--- config.mk ---
export PLATFORM = sky130hd
export DESIGN_NAME = inst_rom_loader
export DESIGN_NICKNAME = d
export VERILOG_FILES = /design/src/rtl/loader_pkg.sv /design/src/rtl/byte_to_word_asm.sv /design/src/rtl/inst_rom_loader.sv
export SDC_FILE = /design/constraint.sdc
export NUM_CORES = 1
export LEC_CHECK = 0
export CAP_MARGIN = 30
export CORE_UTILIZATION = 50
export DETAILED_ROUTE_END_ITERATION = 12
export GPL_TIMING_DRIVEN = 0
export PLACE_DENSITY_LB_ADDON = 0.25
export SYNTH_ARGS = -nofsm -noshare
export SYNTH_HDL_FRONTEND = slang
export SYNTH_HIERARCHICAL = 1
export SYNTH_SLANG_ARGS = --single-unit
--- constraint.sdc ---
create_clock -name clk -period 4.8 [get_ports clk]
set_input_delay 0.96 -clock clk [delete_from_list [all_inputs] [get_ports clk]]
set_output_delay 0.96 -clock clk [all_outputs]
set_load 0.005 [all_outputs]
--- src/rtl/loader_pkg.sv ---
// Shared definitions for the instruction ROM boot loader: FSM state codes and error codes.
package loader_pkg;

    typedef enum logic [2:0] {
        S_LEN,
        S_DATA,
        S_CSUM,
        S_DONE,
        S_ERR
    } state_t;

    localparam logic [1:0] ERR_NONE   = 2'd0;
    localparam logic [1:0] ERR_LEN0   = 2'd1;
    localparam logic [1:0] ERR_LENBIG = 2'd2;
    localparam logic [1:0] ERR_CSUM   = 2'd3;

endpackage

--- src/rtl/byte_to_word_asm.sv ---
// Assembles little-endian 32-bit words from a byte stream; word_valid fires with the 4th byte,
// while word presents the completed word combinationally.
module byte_to_word_asm (
    input  logic        clk,
    input  logic        rst,
    input  logic        clear,
    input  logic        byte_valid,
    input  logic [7:0]  byte_data,
    output logic        word_valid,
    output logic [31:0] word
);

    logic [1:0]  cnt;
    logic [23:0] lanes;

    // NOTE: sequential state uses non-blocking assignments so every flop samples pre-edge values.
    always_ff @(posedge clk or posedge rst) begin
        if (rst) begin
            cnt   <= '0;
            lanes <= '0;
        end else if (clear) begin
            cnt   <= '0;
            lanes <= '0;
        end else if (byte_valid) begin
            cnt <= cnt + 2'd1;
            case (cnt)
                2'd0:    lanes[7:0]   <= byte_data;
                2'd1:    lanes[15:8]  <= byte_data;
                2'd2:    lanes[23:16] <= byte_data;
                default: ;
            endcase
        end
    end

    // The top byte never needs storing: it is on the bus in the cycle the word completes.
    assign word_valid = byte_valid && (cnt == 2'd3);
    assign word       = {byte_data, lanes};

endmodule

--- src/rtl/inst_rom_loader.sv ---
// Boot loader: receives LEN | data words | CSUM, writes the words into the instruction ROM,
// verifies the XOR checksum and only then releases the CPU.
module inst_rom_loader
    import loader_pkg::*;
#(
    parameter int DEPTH  = 4096,
    parameter int ADDR_W = $clog2(DEPTH)
) (
    input  logic              clk,
    input  logic              rst,
    input  logic              rx_valid_i,
    input  logic [7:0]        rx_data_i,
    output logic              rx_ready_o,
    input  logic              reload_i,
    output logic              rom_we_o,
    output logic [ADDR_W-1:0] rom_waddr_o,
    output logic [31:0]       rom_wdata_o,
    output logic              cpu_run_o,
    output logic              done_o,
    output logic              err_o,
    output logic [1:0]        err_code_o,
    output logic [ADDR_W:0]   word_cnt_o
);

    state_t          state, state_nx;
    logic [1:0]      err_nx;
    logic            alive;
    logic            accept;
    logic            reload_ok;
    logic            word_valid;
    logic [31:0]     word;
    logic [ADDR_W:0] len_q;
    logic [ADDR_W:0] cnt_inc;
    logic [31:0]     acc;

    // alive keeps rx_ready_o low while rst is held and for the first edge after release.
    assign rx_ready_o = alive && (state == S_LEN || state == S_DATA || state == S_CSUM);
    assign accept     = rx_valid_i && rx_ready_o;
    assign reload_ok  = reload_i && (state == S_DONE || state == S_ERR);
    assign cnt_inc    = word_cnt_o + {{ADDR_W{1'b0}}, 1'b1};

    assign done_o    = (state == S_DONE);
    assign cpu_run_o = (state == S_DONE);
    assign err_o     = (state == S_ERR);

    byte_to_word_asm u_asm (
        .clk        (clk),
        .rst        (rst),
        .clear      (reload_ok),
        .byte_valid (accept),
        .byte_data  (rx_data_i),
        .word_valid (word_valid),
        .word       (word)
    );

    // NOTE: every always_comb output gets a default first, so no path can infer a latch.
    always_comb begin
        state_nx = state;
        err_nx   = err_code_o;
        case (state)
            S_LEN: begin
                if (word_valid) begin
                    if (word == 32'd0) begin
                        state_nx = S_ERR;
                        err_nx   = ERR_LEN0;
                    end else if (word > 32'(DEPTH)) begin
                        state_nx = S_ERR;
                        err_nx   = ERR_LENBIG;
                    end else begin
                        state_nx = S_DATA;
                    end
                end
            end
            S_DATA: begin
                if (word_valid && cnt_inc == len_q) state_nx = S_CSUM;
            end
            S_CSUM: begin
                if (word_valid) begin
                    if (word == acc) begin
                        state_nx = S_DONE;
                    end else begin
                        state_nx = S_ERR;
                        err_nx   = ERR_CSUM;
                    end
                end
            end
            S_DONE, S_ERR: begin
                if (reload_i) begin
                    state_nx = S_LEN;
                    err_nx   = ERR_NONE;
                end
            end
            default: state_nx = S_LEN;
        endcase
    end

    always_ff @(posedge clk or posedge rst) begin
        if (rst) begin
            state      <= S_LEN;
            err_code_o <= ERR_NONE;
            alive      <= 1'b0;
        end else begin
            state      <= state_nx;
            err_code_o <= err_nx;
            alive      <= 1'b1;
        end
    end

    always_ff @(posedge clk or posedge rst) begin
        if (rst) begin
            rom_we_o    <= 1'b0;
            rom_waddr_o <= '0;
            rom_wdata_o <= '0;
            word_cnt_o  <= '0;
            len_q       <= '0;
            acc         <= '0;
        end else begin
            rom_we_o <= 1'b0;
            if (reload_ok) begin
                word_cnt_o <= '0;
                len_q      <= '0;
                acc        <= '0;
            end else if (word_valid && state == S_LEN) begin
                len_q <= word[ADDR_W:0];
            end else if (word_valid && state == S_DATA) begin
                rom_we_o    <= 1'b1;
                rom_waddr_o <= word_cnt_o[ADDR_W-1:0];
                rom_wdata_o <= word;
                acc         <= acc ^ word;
                word_cnt_o  <= cnt_inc;
            end
        end
    end

endmodule

==> summary.txt <==
Critical path
  – Crit Path Class: reg2reg
  – Critical path data arrival time: about 3.5 ns
  – Sum of buffers and inverters on the critical path: 4
  – Worst setup EP type: flop
  – Reg2Reg Launch Point: state[2]
  – Maximum fanout along the worst path: 10
  – Critical path required time: 5.10 ns
  – Worst setup SP type: flop
  – Worst reg-to-reg setup slack: 1.56 ns
  – Worst Reg-to-Reg Cells: 11
  – Crit path top cell by count: clkbuf_1
  – Number of cells on the critical path: 11
  – Termination of the worst setup path: acc[13]
  – Launching element of the worst setup path: state[2]
  – Gate family responsible for the most delay along the worst path: buffers and inverters
  – Series of cell instances along the critical path: clkbuf_1 > and3b_1 > and2_1 > buf_6 > and2_1 > nand2_1 > clkbuf_1 > clkbuf_1 > nor2_1 > o21ai_0 > o21ai_1
  – Critical Path Max Stage Delay: ~0.5 ns
  – Reg2reg end: acc[13]
  – Slowest cell on crit path: clkbuf_1

Placed design
  – Post-placement cell area: 0.00771 mm²
  – Post-detailed-placement half-perimeter wirelength: 13.2 mm
  – Placer Congestion: 0.885
  – Number of buffer cells added on primary ports: 75
  – Worst slack at placement: ~1.3 ns

Logic synthesis
  – Share of synthesized area occupied by flip-flops and latches: roughly half
  – FF+latch count, synth: 135
  – Dominant cells by area after synthesis: dfrtp_1, nand2_1, xnor2_1
  – Dominant register cell in the synthesized netlist: dfrtp_1
  – Number of nets in the synthesized netlist: just over 700
  – Count of mapped cells out of synthesis: ~710
  – Most numerous cell types in the synthesized netlist: nand2_1, dfrtp_1, o21ai_1
  – Fraction of synthesis flops using an asynchronous set or reset pin: 100%
  – Dominant cell type by area after synthesis: dfrtp_1
  – Top-count cell post-synth: nand2_1
  – Synth Cell Area: 0.00670 mm²
  – Fraction of post-synthesis cell area in the top cell type by area: between 50% and 60%
  – Library cells used by synthesis: 54
  – Post-Synthesis Mean Instance Area: 9.50 µm²
  – Synthesis Warnings: 6
  – EDFF count, synth: 0

Routing
  – Vias: 5565
  – WL final: between 15 and 20 mm
  – Drc violations: 0
  – Drt wl/cell: 18.4 µm
  – First-pass DRT Iterations: 5
  – Number of nets still failing antenna checks after routing: 0
  – Number of design-rule violations left by the first detailed-router iteration: between 400 and 500
  – Via/cell ratio: 5.64

Clocking
  – Clock root cell: clkbuf_16
  – Clock transition at the registers of the reported paths: 0.06 ns
  – Clk Latency, worst-skew pair: 0.43 ns
  – TritonCTS clock tree: built
  – H-tree Lvls: 4
  – Maximum clock path buffer count: 2
  – Number of buffers inserted to repair setup after CTS: 0
  – CTS resizes: 0
  – Number of buffers added by the clock tree synthesis step: 17
  – CTS sink count: 135
  – CTS Hold Buffers Added: 0

Job
  – Count of maximum capacitance violations: 0

Min path
  – Hold path startpoint: rom_waddr_o[2]
  – Path class of the lowest-slack min-delay path: reg2reg

GRT
  – Pin count of the biggest net entering global routing: 57
  – Total global-route track usage: between 20% and 30%
  – Wire length of the first global-routing pass: between 20 and 30 mm
  – Vias in the first global route: 5609
  – Antenna violations before repair: 0
  – Remaining Overflow, GRT: 0

STA
  – Tightest Pin Transition: 0.724 ns
  – Final setup violating endpoints: 0
  – Count of final hold-check violations: 0
  – Unrepaired setup endpoints after global routing: no
  – Final critical-path setup slack: 1.56 ns
  – Max_slew headroom: between 50% and 60%
  – Fin Setup TNS: 0 ns
  – Clock Skews: 0.00666 ns
  – Highest attainable clock frequency: 309 MHz
  – Pins Over Slew Limit: 0
  – Crit path time final: 3.24 ns
  – Final critical-path share of the clock period: 67.4%

Die
  – Die W: ~120 µm
  – Chip Height: about 120 µm
  – Row count: just over 40
  – Initial core utilization: 52.2%
  – Full die area: 0.0139 mm²
  – I/O pin total: 76
  – Core area: 0.0128 mm²

Power and ir drop
  – VDD IR-drop max: between 300 and 400 µV
  – Ratio of total power to cell area: between 500 and 600 mW/mm²
  – Static Leak: 3.94 nW

Run status
  – Status: finished clean

Final layout
  – Ratio of cells with drive above 1 in the final layout: 8.85%
  – Ant diodes: 0
  – Final std cell area, no fill: 0.00841 mm²
  – Synth-to-layout area growth: 25.6%
  – Fill count: 1028
  – Net count of the finished layout: 818
==> per-stage QoR <==
stage / power (W) / std cells / util (%) / hold slack (ns)
floorplan: 0.00278 / 705 / - / 0.457
detailed placement: 0.00345 / 954 / 60.1 / 0.464
global route: 0.00528 / 986 / 65.6 / 0.497
finish: 0.00501 / 986 / 65.6 / 0.471
CTS: 0.00503 / 986 / 65.6 / 0.478
global placement: 0.00339 / 952 / 59.8 / 0.459
==> cells in the final DEF, fill, tap and decap left out, types with 7 or more instances in the layout <==
cell type	Yosys	routed
nand4_1	14	14
clkbuf_1	27	27
o21ai_0	28	28
dfrtp_1	135	135
nor2_1	49	49
clkbuf_16	0	17
clkdlybuf4s50_1	0	75
buf_4	9	9
xnor2_1	40	40
inv_1	8	7
nor4_1	8	8
mux2i_1	27	27
nand2b_1	33	33
bufinv_16	0	7
nand2_1	157	157
o21ai_1	59	59
a22o_1	14	14
xor2_1	13	13
==> sequential cells by signal, indices dropped and copies added (netlist names) <==
register     count
acc             32
alive            1
err_code_o       2
len_q           13
rom_waddr_o     12
rom_wdata_o     32
rom_we_o         1
state            3
u_asm/cnt        2
u_asm/lanes     24
word_cnt_o      13
==> power breakdown <==
group          total [W]  internal (W)  leakage (nW)  switching, W
combinational    0.00150      0.000741          1.80      0.000756
clock            0.00155       0.00105         0.339      0.000499
sequential       0.00197       0.00152          1.81      0.000450
total            0.00501       0.00331          3.94       0.00171
==> worst min-delay path, cell delays in order, from the launching register on <==
cell and delay, ns:
dfrtp_1 0.34, nand2_1 0.05, nand2_1 0.05
==> area by class of cell <==
class	instances	area, µm²	share of cell area (%)
clock buffer	19	453	5.39
timing repair buffer	77	793	9.43
sequential	135	3380	40.2
inverter	9	36.3	0.431
tap	172	215	2.56
clock inverter	13	249	2.96
buffer	46	244	2.90
multi-input combinational	515	3040	36.2
==> cell families (layout without fill, tap and decap cells) <==
group                    after synthesis  count (layout)  synth area share (%)
AND/OR/NAND/NOR                      303             303                  22.1
buffers and inverters                 55             164                  4.15
flip-flops                           135             135                  50.4
XOR/XNOR                              53              53                  6.93
other                                  1               1                0.0560
AO/OA/AOI/OAI                        125             125                  11.2
adder cells (fa/ha/maj)                5               5                 0.934
multiplexers                          28              28                  4.20
==> layer usage <==
| layer | global-route usage, % | vias up | share of wire [%] |
|---|---|---|---|
| met2 | 46.7 | 167 | 49 |
| met4 | 11.0 | 0 | 2.7 |
| met3 | 6.40 | 48 | 5.2 |
| met5 | 0 | - | 0 |
| met1 | 35.0 | 2767 | 43 |
| li1 | - | 2583 | - |
==> worst min-delay path by stage <==
stage,endpoint,slack [ns],cells after the start
after floorplan,acc[19],0.46,1
after global placement,rom_waddr_o[10],0.46,2
after detailed placement,rom_wdata_o[0],0.46,2
after CTS,rom_waddr_o[2],0.48,2
after global routing,rom_waddr_o[5],0.50,2
final,rom_waddr_o[2],0.47,2
Note: power is estimated with default switching activity, not from simulation.
